==> src/rtl/iic_slave_regfile_if.sv <==
// Bus bundle for iic_slave_regfile: I2C/SCCB pins plus the register-write strobe.
//   i_iic_scl  : bus SCL level (input only, no clock stretching)
//   i_iic_sda  : bus SDA level as seen at the IOBUF output
//   o_iic_sda  : SDA drive value, constant 0 (open-drain)
//   o_sda_dir  : 1 = pull SDA low, 0 = release
//   o_wr_valid : one-cycle pulse per written data byte
//   o_wr_addr  : register address of that write
//   o_wr_data  : data byte of that write
//   o_busy     : target is addressed and engaged in a transfer
interface iic_slave_regfile_if;
  logic        i_iic_scl;
  logic        i_iic_sda;
  logic        o_iic_sda;
  logic        o_sda_dir;
  logic        o_wr_valid;
  logic [15:0] o_wr_addr;
  logic [7:0]  o_wr_data;
  logic        o_busy;

  modport slave (
    input  i_iic_scl, i_iic_sda,
    output o_iic_sda, o_sda_dir, o_wr_valid, o_wr_addr, o_wr_data, o_busy
  );

  modport master (
    output i_iic_scl, i_iic_sda,
    input  o_iic_sda, o_sda_dir, o_wr_valid, o_wr_addr, o_wr_data, o_busy
  );
endinterface

==> src/rtl/iic_slave_regfile.sv <==
// I2C/SCCB target with a small register file: 7-bit device address,
// 16-bit register address (high then low byte), 8-bit data.
// Ports: i_clk (system clock), i_rst (synchronous, active-high),
//        bus (iic_slave_regfile_if.slave: SCL/SDA pins, write strobe, busy).
// Optional feature: define IIC_ADDR_AUTOINC_EN to auto-increment the register
// pointer after each written byte's ACK and after each read byte's master ACK/NACK.
module iic_slave_regfile #(
  parameter logic [6:0]  SLAVE_ADDR = 7'h36,
  parameter int unsigned DEPTH      = 256,
  parameter int unsigned FILTER_LEN = 4
) (
  input logic                 i_clk,
  input logic                 i_rst,
  iic_slave_regfile_if.slave  bus
);
  localparam int unsigned AW = (DEPTH > 1) ? $clog2(DEPTH) : 1;
  localparam int unsigned FW = $clog2(FILTER_LEN + 1);

  typedef enum logic [3:0] {
    IDLE, DEV_ADDR, ACK_DEV, REG_H, ACK_H, REG_L, ACK_L,
    WR_DATA, ACK_WR, RD_DATA, RD_ACK, WAIT_STOP
  } state_t;

  // Index 0 = SCL, index 1 = SDA
  logic [1:0]    sync1, sync2, filt, filt_q;
  logic [FW-1:0] fcnt [2];

  state_t      state, state_n;
  logic [3:0]  bit_cnt, bit_cnt_n;
  logic [7:0]  shreg, shreg_n;
  logic [7:0]  reg_h, reg_h_n;
  logic [15:0] ptr, ptr_n;
  logic        rw, rw_n;
  logic        phase, phase_n;
  logic        sda_dir, sda_dir_n;
  logic        busy, busy_n;
  logic        wr_valid, wr_valid_n;
  logic [15:0] wr_addr, wr_addr_n;
  logic [7:0]  wr_data, wr_data_n;
  logic        reg_we;
  logic [7:0]  regs [DEPTH];

  logic       scl_rise, scl_fall, start, stop, in_range;
  logic [7:0] rx_byte, rd_byte;

  // 2-FF synchroniser followed by a run-length glitch filter per line
  always_ff @(posedge i_clk) begin
    if (i_rst) begin
      sync1   <= 2'b11;
      sync2   <= 2'b11;
      filt    <= 2'b11;
      filt_q  <= 2'b11;
      fcnt[0] <= '0;
      fcnt[1] <= '0;
    end else begin
      sync1  <= {bus.i_iic_sda, bus.i_iic_scl};
      sync2  <= sync1;
      filt_q <= filt;
      for (int i = 0; i < 2; i++) begin
        if (sync2[i] == filt[i]) begin
          fcnt[i] <= '0;
        end else if (fcnt[i] == FW'(FILTER_LEN - 1)) begin
          filt[i] <= sync2[i];
          fcnt[i] <= '0;
        end else begin
          fcnt[i] <= fcnt[i] + FW'(1);
        end
      end
    end
  end

  // Single-cycle bus events from the filtered levels
  assign scl_rise = filt[0] & ~filt_q[0];
  assign scl_fall = ~filt[0] & filt_q[0];
  assign start    = filt[0] & filt_q[0] & filt_q[1] & ~filt[1];
  assign stop     = filt[0] & filt_q[0] & ~filt_q[1] & filt[1];

  assign rx_byte  = {shreg[6:0], filt[1]};
  assign in_range = {1'b0, ptr} < 17'(DEPTH);
  assign rd_byte  = in_range ? regs[ptr[AW-1:0]] : 8'h00;

  // State and datapath registers
  always_ff @(posedge i_clk) begin
    if (i_rst) begin
      state    <= IDLE;
      bit_cnt  <= '0;
      shreg    <= '0;
      reg_h    <= '0;
      ptr      <= '0;
      rw       <= 1'b0;
      phase    <= 1'b0;
      sda_dir  <= 1'b0;
      busy     <= 1'b0;
      wr_valid <= 1'b0;
      wr_addr  <= '0;
      wr_data  <= '0;
      for (int i = 0; i < int'(DEPTH); i++) regs[i] <= '0;
    end else begin
      state    <= state_n;
      bit_cnt  <= bit_cnt_n;
      shreg    <= shreg_n;
      reg_h    <= reg_h_n;
      ptr      <= ptr_n;
      rw       <= rw_n;
      phase    <= phase_n;
      sda_dir  <= sda_dir_n;
      busy     <= busy_n;
      wr_valid <= wr_valid_n;
      wr_addr  <= wr_addr_n;
      wr_data  <= wr_data_n;
      if (reg_we) regs[ptr[AW-1:0]] <= rx_byte;
    end
  end

  // Next-state and output logic; STOP has priority over everything, then START
  always_comb begin
    state_n    = state;
    bit_cnt_n  = bit_cnt;
    shreg_n    = shreg;
    reg_h_n    = reg_h;
    ptr_n      = ptr;
    rw_n       = rw;
    phase_n    = phase;
    sda_dir_n  = sda_dir;
    busy_n     = busy;
    wr_valid_n = 1'b0;
    wr_addr_n  = wr_addr;
    wr_data_n  = wr_data;
    reg_we     = 1'b0;

    if (stop) begin
      state_n   = IDLE;
      sda_dir_n = 1'b0;
      busy_n    = 1'b0;
    end else if (start) begin
      state_n   = DEV_ADDR;
      bit_cnt_n = '0;
      phase_n   = 1'b0;
      sda_dir_n = 1'b0;
    end else begin
      case (state)
        IDLE, WAIT_STOP: ;

        // Receive shift: 8 bits sampled on SCL rise, MSB first
        DEV_ADDR, REG_H, REG_L, WR_DATA: begin
          if (scl_rise) begin
            shreg_n   = rx_byte;
            bit_cnt_n = bit_cnt + 4'd1;
            if (bit_cnt == 4'd7) begin
              bit_cnt_n = '0;
              phase_n   = 1'b0;
              case (state)
                DEV_ADDR: begin
                  if (rx_byte[7:1] == SLAVE_ADDR) begin
                    state_n = ACK_DEV;
                    busy_n  = 1'b1;
                    rw_n    = rx_byte[0];
                  end else begin
                    state_n = WAIT_STOP;
                    busy_n  = 1'b0;
                  end
                end
                REG_H: begin
                  reg_h_n = rx_byte;
                  state_n = ACK_H;
                end
                REG_L: begin
                  ptr_n   = {reg_h, rx_byte};
                  state_n = ACK_L;
                end
                default: begin
                  reg_we     = in_range;
                  wr_valid_n = 1'b1;
                  wr_addr_n  = ptr;
                  wr_data_n  = rx_byte;
                  state_n    = ACK_WR;
                end
              endcase
            end
          end
        end

        // Drive low on the fall after bit 8, release on the fall after bit 9
        ACK_DEV, ACK_H, ACK_L, ACK_WR: begin
          if (scl_rise) begin
            phase_n = 1'b1;
          end else if (scl_fall) begin
            if (!phase) begin
              sda_dir_n = 1'b1;
            end else begin
              sda_dir_n = 1'b0;
              phase_n   = 1'b0;
              bit_cnt_n = '0;
              case (state)
                ACK_DEV: begin
                  if (rw) begin
                    state_n   = RD_DATA;
                    shreg_n   = rd_byte;
                    sda_dir_n = ~rd_byte[7];
                  end else begin
                    state_n = REG_H;
                  end
                end
                ACK_H:   state_n = REG_L;
                ACK_L:   state_n = WR_DATA;
                default: begin
                  state_n = WR_DATA;
`ifdef IIC_ADDR_AUTOINC_EN
                  ptr_n = ptr + 16'd1;
`endif
                end
              endcase
            end
          end
        end

        // Transmit: MSB already on the bus, next bit presented on each fall
        RD_DATA: begin
          if (scl_rise) begin
            bit_cnt_n = bit_cnt + 4'd1;
          end else if (scl_fall) begin
            if (bit_cnt == 4'd8) begin
              sda_dir_n = 1'b0;
              state_n   = RD_ACK;
              phase_n   = 1'b0;
              bit_cnt_n = '0;
            end else begin
              shreg_n   = {shreg[6:0], 1'b0};
              sda_dir_n = ~shreg[6];
            end
          end
        end

        // Master ACK/NACK sampled on the 9th rise; reload on the following fall
        RD_ACK: begin
          if (scl_rise) begin
`ifdef IIC_ADDR_AUTOINC_EN
            ptr_n = ptr + 16'd1;
`endif
            if (filt[1]) begin
              state_n = WAIT_STOP;
              busy_n  = 1'b0;
            end else begin
              phase_n = 1'b1;
            end
          end else if (scl_fall && phase) begin
            state_n   = RD_DATA;
            shreg_n   = rd_byte;
            sda_dir_n = ~rd_byte[7];
            phase_n   = 1'b0;
            bit_cnt_n = '0;
          end
        end

        default: state_n = IDLE;
      endcase
    end
  end

  assign bus.o_iic_sda  = 1'b0;
  assign bus.o_sda_dir  = sda_dir;
  assign bus.o_wr_valid = wr_valid;
  assign bus.o_wr_addr  = wr_addr;
  assign bus.o_wr_data  = wr_data;
  assign bus.o_busy     = busy;
endmodule

==> src/flat_wrapper.sv <==
// flat-port wrapper written by rule: the top's interface ports become plain ports
module iic_slave_regfile_flat 
#(
  parameter logic [6:0]  SLAVE_ADDR = 7'h36,
  parameter int unsigned DEPTH      = 256,
  parameter int unsigned FILTER_LEN = 4
)
  (i_clk, i_rst, bus_i_iic_scl, bus_i_iic_sda, bus_o_iic_sda, bus_o_sda_dir, bus_o_wr_valid, bus_o_wr_addr, bus_o_wr_data, bus_o_busy);
  iic_slave_regfile_if bus_i ();
  input logic i_clk;
  input logic i_rst;
  input wire logic [$bits(bus_i.i_iic_scl)-1:0] bus_i_iic_scl;
  input wire logic [$bits(bus_i.i_iic_sda)-1:0] bus_i_iic_sda;
  output wire logic [$bits(bus_i.o_iic_sda)-1:0] bus_o_iic_sda;
  output wire logic [$bits(bus_i.o_sda_dir)-1:0] bus_o_sda_dir;
  output wire logic [$bits(bus_i.o_wr_valid)-1:0] bus_o_wr_valid;
  output wire logic [$bits(bus_i.o_wr_addr)-1:0] bus_o_wr_addr;
  output wire logic [$bits(bus_i.o_wr_data)-1:0] bus_o_wr_data;
  output wire logic [$bits(bus_i.o_busy)-1:0] bus_o_busy;
  assign bus_i.i_iic_scl = bus_i_iic_scl;
  assign bus_i.i_iic_sda = bus_i_iic_sda;
  assign bus_o_iic_sda = bus_i.o_iic_sda;
  assign bus_o_sda_dir = bus_i.o_sda_dir;
  assign bus_o_wr_valid = bus_i.o_wr_valid;
  assign bus_o_wr_addr = bus_i.o_wr_addr;
  assign bus_o_wr_data = bus_i.o_wr_data;
  assign bus_o_busy = bus_i.o_busy;
  iic_slave_regfile #(.SLAVE_ADDR(SLAVE_ADDR), .DEPTH(DEPTH), .FILTER_LEN(FILTER_LEN)) u_core (.i_clk(i_clk), .i_rst(i_rst), .bus(bus_i));
endmodule
==> config.mk <==
export PLATFORM = sky130hd
export DESIGN_NAME = iic_slave_regfile_flat
export DESIGN_NICKNAME = d
export VERILOG_FILES = /design/src/rtl/iic_slave_regfile_if.sv /design/src/rtl/iic_slave_regfile.sv /design/src/flat_wrapper.sv
export SDC_FILE = /design/constraint.sdc
export NUM_CORES = 2
export LEC_CHECK = 0
export CAP_MARGIN = 20
export CORE_ASPECT_RATIO = 1.2
export CORE_MARGIN = 4
export CORE_UTILIZATION = 30
export CTS_BUF_LIST = sky130_fd_sc_hd__clkbuf_8
export CTS_CLUSTER_DIAMETER = 80
export DETAILED_ROUTE_END_ITERATION = 12
export DONT_BUFFER_PORTS = 1
export PLACE_DENSITY = 0.53
export SLEW_MARGIN = 20
export SYNTH_ARGS = -nofsm -noshare
export SYNTH_HDL_FRONTEND = slang
export SYNTH_SLANG_ARGS = --single-unit
==> constraint.sdc <==
create_clock -name i_clk -period 2.9 [get_ports i_clk]
set_input_delay 0.29 -clock i_clk [delete_from_list [all_inputs] [get_ports i_clk]]
set_output_delay 0.29 -clock i_clk [all_outputs]
set_load 0.05 [all_outputs]
==> summary.txt <==
Outcome
  – Result of the run: complete, but fails checks
  – Violated checks: hold timing, setup timing

STA
  – Total count of max-transition violations in the final report: 0
  – Setup repair after global routing missed its margin: yes
  – Hold violation total from the final report: 1318
  – Worst Hold Slack: -0.693 ns
  – Ratio of final minimum period to clock period: 1.02
  – Tmin final: 2.97 ns
  – Final critical-path setup slack: -0.0684 ns
  – Fmax: 337 MHz
  – Transition at the pin with the smallest max-transition slack: 1.04 ns
  – Final setup skew: 0.103 ns
  – Count of final setup violators: 4
  – Max-slew headroom at the worst pin: 0.300

Clock tree
  – Total clock sinks: 2138
  – TritonCTS Buffers: 342
  – Clock Pin Slew Worst Setup and Hold Paths: 0.06 ns
  – Count of hold buffers inserted by post-cts repair: 93
  – Clock Path Buffers: 4
  – CTS tree: done
  – Latest clock arrival within the worst-skew pair: 1.05 ns
  – Level count of the clock H-tree: 5
  – Root Driver: sky130_fd_sc_hd__clkbuf_8

Power
  – Design internal power: 48.7 mW
  – Proportion of power drawn by flip-flops and latches: 0.561
  – Net Sw Frac: 0.233
  – Part of the power in combinational logic: 0.047
  – Proportion of power drawn by the clock network: 0.391
  – Power density of the placed cells: 542 mW/mm^2
  – Static leakage power: 38.1 nW
  – Sw power: 14.8 mW
  – Tot Pwr: 63.5 mW
  – IR Drop Worst-Case VDD: 389 uV

Route
  – Iteration-0 DRC count of the detailed router: 9025
  – Number of iterations in the first detailed-routing pass: 6
  – Vias per inst: 5.45
  – Antenna Violating Nets Remaining: 0
  – WL per Instance: 34.1 um
  – Detailed-route DRC error count: 0
  – Vias after detailed routing: 66.8k
  – Total wire length after detailed routing: 417000 um

Yosys
  – Register bit total from synthesis: 2138
  – Synth top area share: 0.655
  – Cell with the most instances after synthesis: sky130_fd_sc_hd__nor2_1
  – Synth top area cells: sky130_fd_sc_hd__edfxtp_1, sky130_fd_sc_hd__mux4_2, sky130_fd_sc_hd__nor2_1, sky130_fd_sc_hd__mux2i_1, sky130_fd_sc_hd__dfxtp_1
  – Most frequently used flop master after synthesis: sky130_fd_sc_hd__edfxtp_1
  – Synth warnings: 0
  – Top cell type by total area after synthesis: sky130_fd_sc_hd__edfxtp_1
  – Top cell types by occurrence after synthesis: sky130_fd_sc_hd__nor2_1, sky130_fd_sc_hd__edfxtp_1, sky130_fd_sc_hd__mux4_2
  – Syn Std Cell Area: 0.0942 mm^2
  – Number of enable-type register cells in the synthesized netlist: 2054
  – Unique cell type count in the Yosys netlist: 79
  – Ys async rst share: 0
  – Portion of the post-synthesis area used by sequential elements: 0.673
  – Mean cell area of the mapped netlist: 13.8 um^2
  – Number of instances in the synthesized netlist: 6803

Placement
  – Routability congestion estimate: 1.02
  – Count of buffers inserted at the top-level ports: 0
  – Half-perimeter wire length after detailed placement: 285000 um

Floorplanning
  – IO Pins: 32
  – Die area: 0.323 mm^2
  – Initial Utilization: 0.301
  – Overall die height: 622 um
  – Core Footprint: 0.313 mm^2
  – Number of placement rows: 225
  – Horizontal die dimension: 519 um

Flow run
  – Max cap viols: 0

Global routing
  – Global-route wire length before repair: 556000 um
  – GRT Resource Usage Total: 0.250
  – Largest net degree at the start of global routing: 247
  – Congestion Overflow GR: 0
  – Number of global-route vias before repair: 65.6k
  – Initial antenna violation count: 42

Layout
  – End-of-flow core utilization: 0.375
  – Synth-to-Final Area Change: 24.5%
  – Layout Nets: 7766
  – Fraction of final layout cells with drive strength greater than 1: 0.281

Worst setup path
  – CP endpoint kind: flop
  – Type of the worst setup path: flop to flop
  – Crit Path Max Fanout: 14
  – Crit path arrival time: 3.89 ns
  – Startpoint types: flop
  – CP Data Required Time: 3.82 ns

Worst hold path
  – Path class of the lowest-slack min-delay path: primary input to flop
-- power groups by stage --
stage	Clock [mW]	Combinational (mW)	Sequential [mW]
2_1_floorplan	0	1.19	36.0
3_3_place_gp	0	2.91	36.2
3_5_place_dp	0	2.92	36.3
4_1_cts	25.2	2.97	35.7
5_1_grt	26.5	3.07	35.7
6_report	24.8	3.02	35.7
-- cell type report --
cell class                 count  area, um^2
clock buffer                 358        4930
multi-input combinational   3978       28500
sequential                  2138       63400
clock inverter               251        1310
fill                       29780      195000
inverter                      23        88.8
timing repair buffer        1270       13800
tap                         4199        5250
antenna                       32        80.1
-- cells by family after synthesis --
group | Yosys count | share of synthesized area
other | 2 | 0.0000798
buffers and inverters | 693 | 0.0333
and+or+nand+nor | 2586 | 0.108
AOI/OAI and AO/OA | 705 | 0.0507
adders and majority gates | 9 | 0.00120
muxes | 666 | 0.134
DFF | 2138 | 0.673
xor gates and xnor gates | 4 | 0.000372
-- through the flow --
| stage | setup slack, ns | hold slack [ns] | instances | instance area, um^2 | TNS (ns) |
|---|---|---|---|---|---|
| 2_1_floorplan | -0.213 | 0.389 | 6808 | 94200 | -15.43 |
| 3_3_place_gp | -0.814 | 0.387 | 11460 | 109000 | -124.35 |
| 3_5_place_dp | -0.689 | 0.389 | 11460 | 109000 | -54.01 |
| 4_1_cts | -0.0465 | -0.753 | 12199 | 116000 | -0.142 |
| 5_1_grt | -0.101 | -0.740 | 12231 | 117000 | -0.844 |
| 6_report | -0.0684 | -0.693 | 12249 | 117000 | -0.142 |
-- per-layer routing --
metal  track usage  up-vias  share of wire
li1              -    26955              -
met1         0.307    34965           0.36
met2         0.398     3945           0.47
met3        0.0485      904          0.089
met4         0.176       20          0.083
met5             0        -        0.00030
-- state kept, by name (all words and copies together), names as in the netlist, 2 cells and up, named ones only --
register and count:
u_core.fcnt 6, u_core.sync1 2, u_core.state 4, u_core.ptr 16
u_core.bus.o_wr_addr 16, u_core.sync2 2, u_core.shreg 7, u_core.regs 2048
u_core.reg_h 8, u_core.filt_q 2, u_core.bit_cnt 4, u_core.bus.o_wr_data 8
u_core.filt 2
-- worst paths after layout --
| check | start | endpoint | slack (ns) | cells after the start |
|---|---|---|---|---|
| worst max-delay path | flop | u_core.bus.o_sda_dir | -0.07 | 10 |
| worst min-delay path | i_rst | u_core.bit_cnt[0] | -0.69 | 1 |
| worst max register to register | flop | u_core.bus.o_sda_dir | -0.07 | 10 |
| worst min register to register | u_core.sync2[0] | u_core.filt[0] | 0.51 | 2 |
-- cell usage in the layout (no fill, tap or decap), drive strengths merged, types with 9 or more instances in the layout --
master	count
clkinvlp	11
o21ai	117
o221ai	27
nor3	27
nand2	310
o211ai	12
nand3	16
inv	125
nand2b	20
diode	32
a221oi	16
dlygate4sd3	92
a31oi	9
edfxtp	2054
nor4	11
buf	1173
a22oi	81
mux4	472
clkbuf	362
or2	14
nor2	2115
a21o	180
a211oi	46
a21oi	123
nor2b	20
and2	13
o22ai	48
mux2i	187
dfxtp	84
clkinv	130
ha	9
-- critical path, cell delays in order, from the launching register on --
cell	delay, ns
sky130_fd_sc_hd__dfxtp_4	0.38
sky130_fd_sc_hd__buf_12	0.14
sky130_fd_sc_hd__buf_16	0.20
sky130_fd_sc_hd__buf_4	0.32
sky130_fd_sc_hd__mux4_2	0.66
sky130_fd_sc_hd__a22oi_1	0.22
sky130_fd_sc_hd__nand2_1	0.21
sky130_fd_sc_hd__and3_1	0.25
sky130_fd_sc_hd__a21oi_1	0.13
sky130_fd_sc_hd__nand4b_1	0.13
sky130_fd_sc_hd__a31oi_1	0.18
-- repair_timing --
action                                  4_1_cts  5_1_grt
pin swaps                                     7       24
endpoints found under the setup margin     1504     1644
cloned                                        4        5
gates resized for setup                      67      114
endpoints found under the hold margin      1639     1444
buffers inserted                             35       13
No activity file was read; power rests on OpenSTA's default activity.
